## src/rtl/aud_rec_pkg.sv

```systemverilog
// aud_rec_pkg: shared constants, capture FSM states and PicoBlaze port IDs for the recorder.
package aud_rec_pkg;
   localparam int AUD_DATA_W = 16;
   localparam int RAM_ADDR_W = 26;
   typedef enum logic [1:0] {IDLE, ISSUE, FULL} cap_state_t;
   localparam logic [7:0] PB_PORT_LEVEL    = 8'h20;
   localparam logic [7:0] PB_PORT_OVERFLOW = 8'h21;
   localparam logic [7:0] PB_PORT_MEM_FULL = 8'h22;
endpackage

```

## src/rtl/aud_sync_fifo.sv

```systemverilog
// aud_sync_fifo: first-word-fall-through circular FIFO with occupancy count.
module aud_sync_fifo #(
   parameter int DATA_W = 16,
   parameter int DEPTH  = 16
) (
   input  logic                    clk,
   input  logic                    pb_reset,
   input  logic                    push,
   input  logic                    pop,
   input  logic [DATA_W-1:0]       din,
   output logic [DATA_W-1:0]       dout,
   output logic [$clog2(DEPTH):0]  level,
   output logic                    full,
   output logic                    empty
);
   localparam int AW = $clog2(DEPTH);
   localparam int LW = AW + 1;
   logic [DATA_W-1:0] mem [DEPTH];
   logic [AW-1:0] wr_ptr, rd_ptr;
   always_ff @(posedge clk or posedge pb_reset) begin
      if (pb_reset) begin
         wr_ptr <= '0;
         rd_ptr <= '0;
         level  <= '0;
      end else begin
         wr_ptr <= wr_ptr + AW'(push);
         rd_ptr <= rd_ptr + AW'(pop);
         level  <= level + LW'(push) - LW'(pop);
      end
   end
   // storage carries no reset; validity is tracked by the pointers
   always_ff @(posedge clk) begin
      if (push) mem[wr_ptr] <= din;
   end
   assign dout  = mem[rd_ptr];
   assign full  = level == LW'(DEPTH);
   assign empty = level == '0;
endmodule

```

## src/rtl/aud_capture_buffer.sv

```systemverilog
// aud_capture_buffer: codec sample FIFO drained into sequential RAM writes, with status flags.
// Define AUD_CAPTURE_PEAK_EN to add the peak_abs magnitude tracker output.
module aud_capture_buffer
   import aud_rec_pkg::*;
#(
   parameter int                DATA_W   = AUD_DATA_W,
   parameter int                DEPTH    = 16,
   parameter int                ADDR_W   = RAM_ADDR_W,
   parameter logic [ADDR_W-1:0] MAX_ADDR = {ADDR_W{1'b1}}
) (
   input  logic                    clk,
   input  logic                    pb_reset,
   input  logic                    record_en,
   input  logic                    addr_clear,
   input  logic                    sample_valid,
   input  logic [DATA_W-1:0]       sample_in,
   input  logic                    ram_rdy,
   output logic                    ram_we,
   output logic [ADDR_W-1:0]       ram_addr,
   output logic [DATA_W-1:0]       ram_data,
   output logic [ADDR_W-1:0]       cur_addr,
   output logic [$clog2(DEPTH):0]  level,
   output logic                    overflow,
`ifdef AUD_CAPTURE_PEAK_EN
   output logic [DATA_W-1:0]       peak_abs,
`endif
   output logic                    mem_full
);
   cap_state_t state;
   logic full, empty, pop, push, drop;
   logic [DATA_W-1:0] dout;
   // a full FIFO still accepts a sample when the head leaves in the same cycle
   assign pop  = state == IDLE && !addr_clear && !empty && ram_rdy;
   assign push = sample_valid && record_en && (!full || pop);
   assign drop = sample_valid && record_en && full && !pop;
   aud_sync_fifo #(.DATA_W(DATA_W), .DEPTH(DEPTH)) u_fifo (
      .clk(clk),
      .pb_reset(pb_reset),
      .push(push),
      .pop(pop),
      .din(sample_in),
      .dout(dout),
      .level(level),
      .full(full),
      .empty(empty)
   );
   always_ff @(posedge clk or posedge pb_reset) begin
      if (pb_reset) begin
         state    <= IDLE;
         ram_we   <= 1'b0;
         ram_addr <= '0;
         ram_data <= '0;
         cur_addr <= '0;
         overflow <= 1'b0;
         mem_full <= 1'b0;
      end else begin
         if (drop) overflow <= 1'b1;
         case (state)
            IDLE: begin
               if (addr_clear) begin
                  cur_addr <= '0;
                  overflow <= 1'b0;
               end else if (pop) begin
                  ram_we   <= 1'b1;
                  ram_addr <= cur_addr;
                  ram_data <= dout;
                  state    <= ISSUE;
               end
            end
            ISSUE: begin
               ram_we <= 1'b0;
               if (cur_addr == MAX_ADDR) begin
                  mem_full <= 1'b1;
                  state    <= FULL;
               end else begin
                  cur_addr <= cur_addr + 1'b1;
                  state    <= IDLE;
               end
            end
            FULL: begin
               if (addr_clear) begin
                  cur_addr <= '0;
                  mem_full <= 1'b0;
                  overflow <= 1'b0;
                  state    <= IDLE;
               end
            end
            default: state <= IDLE;
         endcase
      end
   end
`ifdef AUD_CAPTURE_PEAK_EN
   logic [DATA_W-1:0] neg, mag;
   assign neg = -sample_in;
   // the most negative code has no positive twin, so it saturates
   assign mag = !sample_in[DATA_W-1] ? sample_in :
                neg[DATA_W-1] ? {1'b0, {(DATA_W-1){1'b1}}} : neg;
   always_ff @(posedge clk or posedge pb_reset) begin
      if (pb_reset) peak_abs <= '0;
      else if (addr_clear && state != ISSUE) peak_abs <= '0;
      else if (push && mag > peak_abs) peak_abs <= mag;
   end
`endif
endmodule

```

## config.mk

```make
export PLATFORM = sky130hd
export DESIGN_NAME = aud_capture_buffer
export DESIGN_NICKNAME = d
export VERILOG_FILES = /design/src/rtl/aud_rec_pkg.sv /design/src/rtl/aud_sync_fifo.sv /design/src/rtl/aud_capture_buffer.sv
export SDC_FILE = /design/constraint.sdc
export NUM_CORES = 1
export LEC_CHECK = 0
export ABC_AREA = 1
export BUFFER_PORTS_ARGS = -buffer_cell sky130_fd_sc_hd__buf_2
export CORE_MARGIN = 3
export CORE_UTILIZATION = 25
export CTS_CLUSTER_SIZE = 12
export DETAILED_ROUTE_END_ITERATION = 10
export PLACE_DENSITY_LB_ADDON = 0.05
export SLEW_MARGIN = 20
export SYNTH_ARGS = -nofsm -noshare
export SYNTH_HDL_FRONTEND = slang
export SYNTH_HIERARCHICAL = 1
export SYNTH_SLANG_ARGS = --single-unit
export TNS_END_PERCENT = 20
```

## constraint.sdc

```tcl
create_clock -name clk -period 6.4 [get_ports clk]
set_input_delay 0.32 -clock clk [delete_from_list [all_inputs] [get_ports clk]]
set_output_delay 0.32 -clock clk [all_outputs]
set_load 0.005 [all_outputs]
```

Word level (Yosys, flattened, before mapping)
Memories as Yosys holds them, arrays and structs flattened. A register that Yosys moved wholly into a read port is not among the register bits.
Index checks and enable logic that the tools add are counted.
W data, S select, Z words.
- output and inout bits: 76
- memory bits (writable): 256
- register bits after elaboration: 70
- memories: 1
- input port bits: 22
- logic and storage cells: 68
- memory list (memory ; depth ; bits a word ; read ports ; clocked after memory_dff ; write ports ; RTL line ; text):
    u_fifo.mem ; 16 ; 16 ; 1 ; 1 ; 1 ; aud_sync_fifo.sv:18 ; logic [DATA_W-1:0] mem [DEPTH];
- add/sub/neg operators: 5
- equality and inequality tests: 10
- reductions and logical operators: 23
- bitwise operators: 1
- multiplexer cells: 19
- operator list (operator ; count):
    $mux W26 ; 2
    $pmux W26 S2 ; 1
    $add A26 B1 Y26 const B ; 1
    $eq A26 B26 Y1 const B ; 1
    $reduce_and A3 Y1 ; 5
    $ne A2 B2 Y1 const B ; 5
    $mux W1 ; 9
    $add A4 B1 Y4 ; 2
    $mux W2 ; 4
    $logic_and A1 B1 Y1 ; 7
    $pmux W2 S3 ; 1
    $reduce_bool A2 Y1 ; 3
    $add A5 B1 Y5 ; 1
    $eq A5 B5 Y1 const B ; 1
    $logic_not A5 Y1 ; 1
    $sub A5 B1 Y5 ; 1
    $logic_not A1 Y1 ; 4
    $pmux W1 S2 ; 2
    $eq A2 B1 Y1 const B ; 1
    $eq A2 B2 Y1 const B ; 1
    $logic_not A2 Y1 ; 1
    $ne A2 B1 Y1 const B ; 1
    $reduce_or A2 Y1 ; 1
    $logic_or A1 B1 Y1 ; 1
    $not A1 Y1 ; 1

Longest topological paths before layout
Gate-level depths: netlist of the first run.
- word-level depth: 9
- gate-level depth with buffers: 17
- mapped depth without buffers: 15

By module
The synthesis of the first run kept the hierarchy.
- modules (own cells, without submodules) (module ; cells an instance ; sequential area each (sq um) ; instances ; area an instance (sq um)):
    aud_sync_fifo ; 1080 ; 8012.7 ; 1 ; 11441.0
    aud_capture_buffer ; 451 ; 1826.8 ; 1 ; 3629.7

Worst setup path after synthesis of the first run
OpenSTA, ideal clock, no wires.
- path kind: reg-to-reg
- start point: register u_fifo.level[2]
- end point: memory u_fifo.mem[0][0] (enable)
- path slack: 3.425 ns
- arrival: 2.587 ns
- cell stages (with the launch flop): 14
- library setup time: 0.388 ns
- clock period less this slack: 2.975 ns
- path buffers: 2
- data required time: 6.012 ns
- cell sequence: dfrtp_1 inv_1 ha_1 nand2_1 nor2_1 nor2_1 nand3_1 clkbuf_1 buf_2 a21oi_1 inv_1 nor2_1 nand2_1 nor2_1
- cells in the longest elaborated chain, start to end: 8
- elaborated cells between the ends (all ways): 10
- classes of those cells: eq/ne: 1; mux: 2; reduce/logical: 7
- ends and longest elaborated chain (what ; RTL line ; text):
    start: declaration ; aud_sync_fifo.sv:12 ; output logic [$clog2(DEPTH):0] level,
    start signal: assignment ; aud_sync_fifo.sv:28 ; level <= level + LW'(push) - LW'(pop);
    $logic_not A5 Y1 ; aud_sync_fifo.sv:37 ; assign empty = level == '0;
    net empty ; aud_capture_buffer.sv:30 ; logic full, empty, pop, push, drop;
    $logic_not A1 Y1 ; aud_capture_buffer.sv:33 ; assign pop = state == IDLE && !addr_clear && !empty && ram_rdy;
    $logic_and A1 B1 Y1 (2 in a row) ; aud_capture_buffer.sv:33 ;
    $logic_or A1 B1 Y1 ; aud_capture_buffer.sv:34 ; assign push = sample_valid && record_en && (!full || pop);
    $logic_and A1 B1 Y1 ; aud_capture_buffer.sv:34 ;
    net push ; aud_capture_buffer.sv:30 ;
    $mux W1 ; aud_sync_fifo.sv:33 ; if (push) mem[wr_ptr] <= din;
    $mux W1 (implied by the code) ; aud_sync_fifo.sv:33 ;
    end: declaration ; aud_sync_fifo.sv:18 ;
The timed path passes the listed nets, and every way through them passes these cells.

Final worst setup path of the first run
- start point: register state[0]
- end point: memory u_fifo.mem[1][13] (enable)
- cells in the longest elaborated chain, start to end: 8
- ends and longest elaborated chain (what ; RTL line ; text):
    start: declaration ; aud_capture_buffer.sv:29 ; cap_state_t state;
    start signal: assignment ; aud_capture_buffer.sv:49 ; state <= IDLE;
    start signal: assignment ; aud_capture_buffer.sv:67 ; state <= ISSUE;
    start signal: assignment ; aud_capture_buffer.sv:74 ; state <= FULL;
    $logic_not A2 Y1 ; aud_capture_buffer.sv:33 ;
    $logic_and A1 B1 Y1 (3 in a row) ; aud_capture_buffer.sv:33 ;
    $logic_or A1 B1 Y1 ; aud_capture_buffer.sv:34 ;
    $logic_and A1 B1 Y1 ; aud_capture_buffer.sv:34 ;
    net push ; aud_capture_buffer.sv:30 ;
    $mux W1 ; aud_sync_fifo.sv:33 ;
    $mux W1 (implied by the code) ; aud_sync_fifo.sv:33 ;
The timed path passes the listed nets, and every way through them passes these cells.

==> impl_metrics.yaml, run 1 <==
run:
  max-cap-violations: 0
clocking:
  tritoncts: "built"
  path_clk_slew_ns: 0.05
  cts_resized: 0
  cts_sinks: 342
  cts_buffers: 43
  clock_latency_ns: 0.56
  h-tree-depth: 2
  cts.path.max_buffers: 3
  root_buffer: "clkbuf_16"
detailed_routing:
  vias: 10297
  dr.pass1.iters: 6
  vias_per_cell: 4.234
  drc: 0
  ant_nets: 0
  wl_per_cell_um: 18.92
  wl_mm: 46.01
  drt_iter0_markers: 530
layout:
  nFillCells: 6246
  layout_commonest_cell: "nand2_1"
  regArea_um2: 9843
  drive_gt1_share_pct: 13.87
  nNetsFinal: 1657
  area_growth_pct: 16.85
  layout_common_cells: "585 x nand2_1, 256 x edfxtp_1, 145 x inv_1"
  multi_input_area_um2: 4315
grt:
  grt_first_pass_wirelength_mm: 68.86
  grt_max_degree: 74
  grtUsageTotal_pct: 14.63
  grt_use_met3_pct: 2.041
  grt_pass1_vias: 10239
  gr-usage-met1_pct: 20.75
  grt-ovfl-total: 0
  grt.busiest_layer: "met2"
  use_met2_pct: 23.19
  antenna_found_initial: 0
yosys:
  synth.distinct_cells: 35
  syn_inst: 1531
  syn-cell-area_um2: 15070
  synthMuxAreaShare_pct: 0
  yosys_warnings: 6
  synth_compound_area_share_pct: 2.939
  synth_xor_area_share_pct: 0.4649
  synth_adder_area_share_pct: 1.046
  synth-simple-area-share_pct: 23.79
  synth_seq_area_share_pct: 65.29
  ys_seq_elements: 342
  syn_avg_cell_area_um2: 9.844
  syn_nets: 1565
  synth_top_family_by_area: "simple AND/OR/NAND/NOR gates"
placed_design:
  gp_congestion: 0.7934
  numPortBuffers: 97
  dp_hpwl_mm: 29.23
worst_setup_path:
  crit_arrival_ns: 3.56
  cp-start-kind: "flip-flop"
  crit_required_ns: 6.57
  worst-setup-path-type: "flip-flop to flip-flop"
  crit_fanout: 25
  endpoint_kind: "flip-flop"
min_path:
  hold_class: "input port to flip-flop"
floorplan:
  die_w_um: 251.5
  row_count: 89
  io_pins: 98
  fp.dieArea_um2: 63260
  die_h_um: 251.5
  start_util_pct: 25.39
  core-area_um2: 59350
sta:
  rsz0062_at_grt: "no"
  fin_worst_skew_ns: 0.02220
  final_hold_viol_count: 0
  period_share_pct: 52.99
  finalMaxSlewViolations: 0
  fin_crit_ns: 3.391
  tightest_slew_ns: 1.081
  fin_tns_setup_ns: 0
  slew_headroom_pct: 27.88
  setup_viol: 0
  timing.fmax_mhz: 294.9
power_and_ir_drop:
  swShare_pct: 36.65
  seq_power_share_pct: 39.0
  peakVddDrop_mv: 0.2437
  p_int_w: 0.004441
  combPwrFrac_pct: 28.3
  p_leak_nw: 7.543
  p_total_w: 0.007010
  clkPwrFrac_pct: 32.7
  p_per_area_nw_per_um2: 398.0
  p_switching_w: 0.002569
run_status:
  status: "completed"
==> metal layers <==
layer / vias to the layer above / share of wire [%]
met5: - / 0
met4: 0 / 2.6
met3: 69 / 3.2
met2: 147 / 46
met1: 4951 / 48
li1: 5130 / -
==> state kept, by name, indices dropped and copies added, names as in the netlist <==
name and cells:
ram_data 16, u_fifo/level 5, u_fifo/wr_ptr 4, mem_full 1
u_fifo/rd_ptr 4, overflow 1, ram_we 1, state 2
cur_addr 26, ram_addr 26, u_fifo/mem 256
==> worst max-delay path, cell delays in order, from the launching register on <==
cell	delay (ns)
dfrtp_1	0.75
nor2_1	0.30
nand3_2	0.10
a21oi_1	0.35
inv_1	0.13
nor2_1	0.32
nand2_1	0.24
nor2_2	0.80
==> power groups by stage <==
stage / Combinational (W) / Sequential, W / Clock, W
after floorplan: 0.00134 / 0.00270 / 0
after global placement: 0.00209 / 0.00278 / 0
after detailed placement: 0.00207 / 0.00279 / 0
after CTS: 0.00208 / 0.00274 / 0.00239
after global routing: 0.00226 / 0.00276 / 0.00247
final: 0.00199 / 0.00273 / 0.00229
==> stage by stage <==
stage / setup WS, ns / instances / hold WS, ns / cell area, µm² / util, %
after floorplan: 3.425 / 1531 / 0.1970 / 15070 / -
after global placement: 2.875 / 2349 / 0.4197 / 16260 / 27.39
after detailed placement: 2.908 / 2349 / 0.4214 / 16270 / 27.42
after CTS: 2.880 / 2431 / 0.07377 / 17600 / 29.66
after global routing: 2.741 / 2431 / 0.1012 / 17610 / 29.67
final: 3.009 / 2432 / 0.1294 / 17610 / 29.67
==> Yosys cell counts, drive strengths merged <==
cell	n	area [µm²]
nor2	150	601.8
nand3	132	660.6
and2	1	6.260
a41oi	1	8.760
o21ai	59	381.6
fa	1	20.02
nand4	3	33.78
inv	151	566.8
o211ai	1	7.510
clkinv	1	3.750
buf	50	352.9
dfrtp	86	2152
nand3b	1	7.510
nand2	595	2268
clkbuf	14	52.55
xnor2	1	8.760
or2	1	6.260
ha	11	137.6
a21oi	9	45.04
edfxtp	256	7687
xor2	7	61.31
==> kinds of logic (layout without fill, tap and decap cells) <==
| family | Yosys count | after routing |
|---|---|---|
| flip-flops | 342 | 342 |
| AND/OR/NAND/NOR | 883 | 883 |
| buffers and inverters | 216 | 343 |
| AO/OA/AOI/OAI | 70 | 70 |
| XOR/XNOR | 8 | 8 |
| adder cells (fa/ha/maj) | 12 | 12 |
| other | 0 | 1 |
==> cell type report <==
class                           count  area share, %
Sequential cell                   342          55.89
Timing Repair Buffer              111          3.403
Tap cell                          773          5.492
Antenna cell                        1        0.01421
Inverter                          152          3.254
Clock inverter                     18         0.6892
Clock buffer                       62          6.750
Multi-Input combinational cell    973          24.50
==> path summary, 6_finish.rpt <==
path	start	slack, ns	to	cells after the start
setup reg to reg	state[0]	3.01	u_fifo/mem[1][13]	7
hold reg to reg	ram_addr[9]	0.48	ram_addr[9]	2
setup / recovery	state[0]	3.01	u_fifo/mem[1][13]	7
hold / removal	record_en	0.13	overflow	3
max in group asynchronous	pb_reset	5.37	ram_data[9]	4
min in group asynchronous	pb_reset	0.37	u_fifo/level[4]	3
==> repair_timing <==
action,CTS,global route
hold buffers,2,0
buffers inserted,0,0
hold endpoints to repair,15,0
(Power assumes the default switching activity.)
==> run 2: changes to the inputs <==
Clock period 6.4 ns to 3.6 ns, I/O delays scaled along.
==> impl_metrics.yaml, run 2 (synthesized netlist as in run 1, its figures left out) <==
run_status:
  status: "completed"
sta:
  final_hold_viol_count: 0
  whs_ns: 0.05212
  fin_tns_setup_ns: 0
  timing.fmax_mhz: 338.0
  fin_worst_skew_ns: 0.01872
  rsz0062_at_grt: "no"
  tightest_slew_ns: 0.9386
  setup_viol: 0
  fin_crit_ns: 2.959
  finalMaxSlewViolations: 0
  period_share_pct: 82.19
  slew_headroom_pct: 37.43
worst_setup_path:
  worst_path_most_repeated_cell: "nor2_1"
  cp-start-kind: "flip-flop"
  crit_required_ns: 3.86
  crit_family: "simple AND/OR/NAND/NOR gates"
  regToRegSetupSlack_ns: 0.64
  endpoint_kind: "flip-flop"
  worst-setup-path-type: "flip-flop to flip-flop"
  critical_path_buf_inv_count: 3
  cpMaxStageDelayCell: "dfrtp_1"
  slowest_delay_ns: 0.36
  crit_chain: "inv_1 > ha_1 > nand2_1 > nor2_1 > nor2_1 > nand3_2 > a21oi_1 > inv_1 > nor2_1 > nand2_1 > nor2_2 > buf_4"
  crit_arrival_ns: 3.21
  crit_fanout: 11
power_and_ir_drop:
  p_leak_nw: 7.655
  p_per_area_nw_per_um2: 707.3
  p_total_w: 0.01259
  peakVddDrop_mv: 0.4649
layout:
  largest_registers: "u_fifo/mem (256), cur_addr (26), ram_addr (26)"
  drive_gt1_share_pct: 14.59
  nNetsFinal: 1673
  multi_input_area_um2: 4300
  insertedDiodeCount: 0
  layout_commonest_cell: "nand2_1"
  layout_common_cells: "585 x nand2_1, 256 x edfxtp_1, 145 x inv_1"
  nFillCells: 6203
  area_growth_pct: 18.12
  regMostFlops: "u_fifo/mem"
  regArea_um2: 9843
  largest_reg_flops: 256
placed_design:
  gp_congestion: 0.7488
  numPortBuffers: 97
  dp_hpwl_mm: 29.81
grt:
  grt_pass1_vias: 10310
  grt_first_pass_wirelength_mm: 68.32
  grt-ovfl-total: 0
  antenna_found_initial: 0
  grtUsageTotal_pct: 14.50
  grt_max_degree: 162
detailed_routing:
  vias: 10331
  dr.pass1.iters: 6
  drc: 0
  wl_per_cell_um: 18.61
  vias_per_cell: 4.225
  wl_mm: 45.51
  ant_nets: 0
  drt_iter0_markers: 572
clocking:
  cts_buffers: 42
  tritoncts: "built"
  root_buffer: "clkbuf_16"
  h-tree-depth: 2
  clock_latency_ns: 0.57
  cts_setup_buffers: 0
  cts.path.max_buffers: 3
  cts_sinks: 342
  path_clk_slew_ns: 0.06
floorplan:
  core-area_um2: 59350
  fp.dieArea_um2: 63260
  row_count: 89
  die_h_um: 251.5
  start_util_pct: 25.39
  io_pins: 98
  die_w_um: 251.5
run:
  max-cap-violations: 0
min_path:
  hold_class: "input port to flip-flop"
[run 2: cell types whose count changed in the layout (fill, tap and decap cells not counted), moves of 3 or more]
| cell | delta |
|---|---|
| clkinv_2 | -3 |
| buf_4 | +12 |
| nor2_2 | +3 |
| nor2_4 | -3 |
| clkbuf_1 | -6 |
| clkinv_1 | +5 |
| buf_12 | +5 |
[run 2: final cells by class]
type / count / share of cell area, %
sequential: 342 / 55.29
multi-input combinational: 973 / 24.16
clock buffer: 55 / 6.410
tap: 773 / 5.433
timing repair buffer: 128 / 4.428
inverter: 152 / 3.219
clock inverter: 22 / 1.061
[run 2: worst register-to-register path: stages, from the launching register on]
cell and delay (ns):
dfrtp_1 0.36, inv_1 0.07, ha_1 0.20, nand2_1 0.08
nor2_1 0.05, nor2_1 0.13, nand3_2 0.10, a21oi_1 0.31
inv_1 0.11, nor2_1 0.33, nand2_1 0.26, nor2_2 0.36
buf_4 0.29
[run 2: report_power, final]
part           switching (W)  leakage [nW]  total, W  internal, W
Sequential          0.000168          3.45   0.00476      0.00459
Clock                0.00171         0.651   0.00416      0.00245
Combinational        0.00268          3.56   0.00368     0.000997
Total                0.00456          7.66    0.0126      0.00803
[run 2: repair_timing]
| action | 4_1_cts | 5_1_grt |
|---|---|---|
| hold endpoints to repair | 58 | 0 |
| hold buffers | 3 | 0 |
| gates resized for setup | 0 | 0 |
[run 2: path summary, 6_finish.rpt]
kind / end / cells after the start / startpoint
max: u_fifo/mem[10][9] / 12 / u_fifo/level[2]
min: u_fifo/mem[9][3] / 1 / sample_in[3]
max reg2reg: u_fifo/mem[10][9] / 12 / u_fifo/level[2]
min reg2reg: ram_we / 2 / ram_we
max in group asynchronous: ram_data[12] / 4 / pb_reset
min in group asynchronous: u_fifo/wr_ptr[3] / 3 / pb_reset
[run 2: stage by stage]
| step | setup WS [ns] | instance area (µm²) | instances | util [%] |
|---|---|---|---|---|
| after floorplan | 0.6248 | 15070 | 1531 | - |
| after global placement | 0.6282 | 16440 | 2365 | 27.70 |
| after detailed placement | 0.5857 | 16440 | 2365 | 27.70 |
| after CTS | 0.5544 | 17800 | 2445 | 29.99 |
| after global routing | 0.4294 | 17800 | 2445 | 29.99 |
| final | 0.6410 | 17800 | 2445 | 29.99 |
[run 2: layer usage]
metal | share of wire, % | vias up | track usage, %
met5 | 0 | - | 0
met4 | 3.3 | 0 | 5.370
met3 | 2.4 | 72 | 1.959
met2 | 47 | 127 | 23.73
met1 | 47 | 4978 | 19.67
li1 | - | 5154 | -
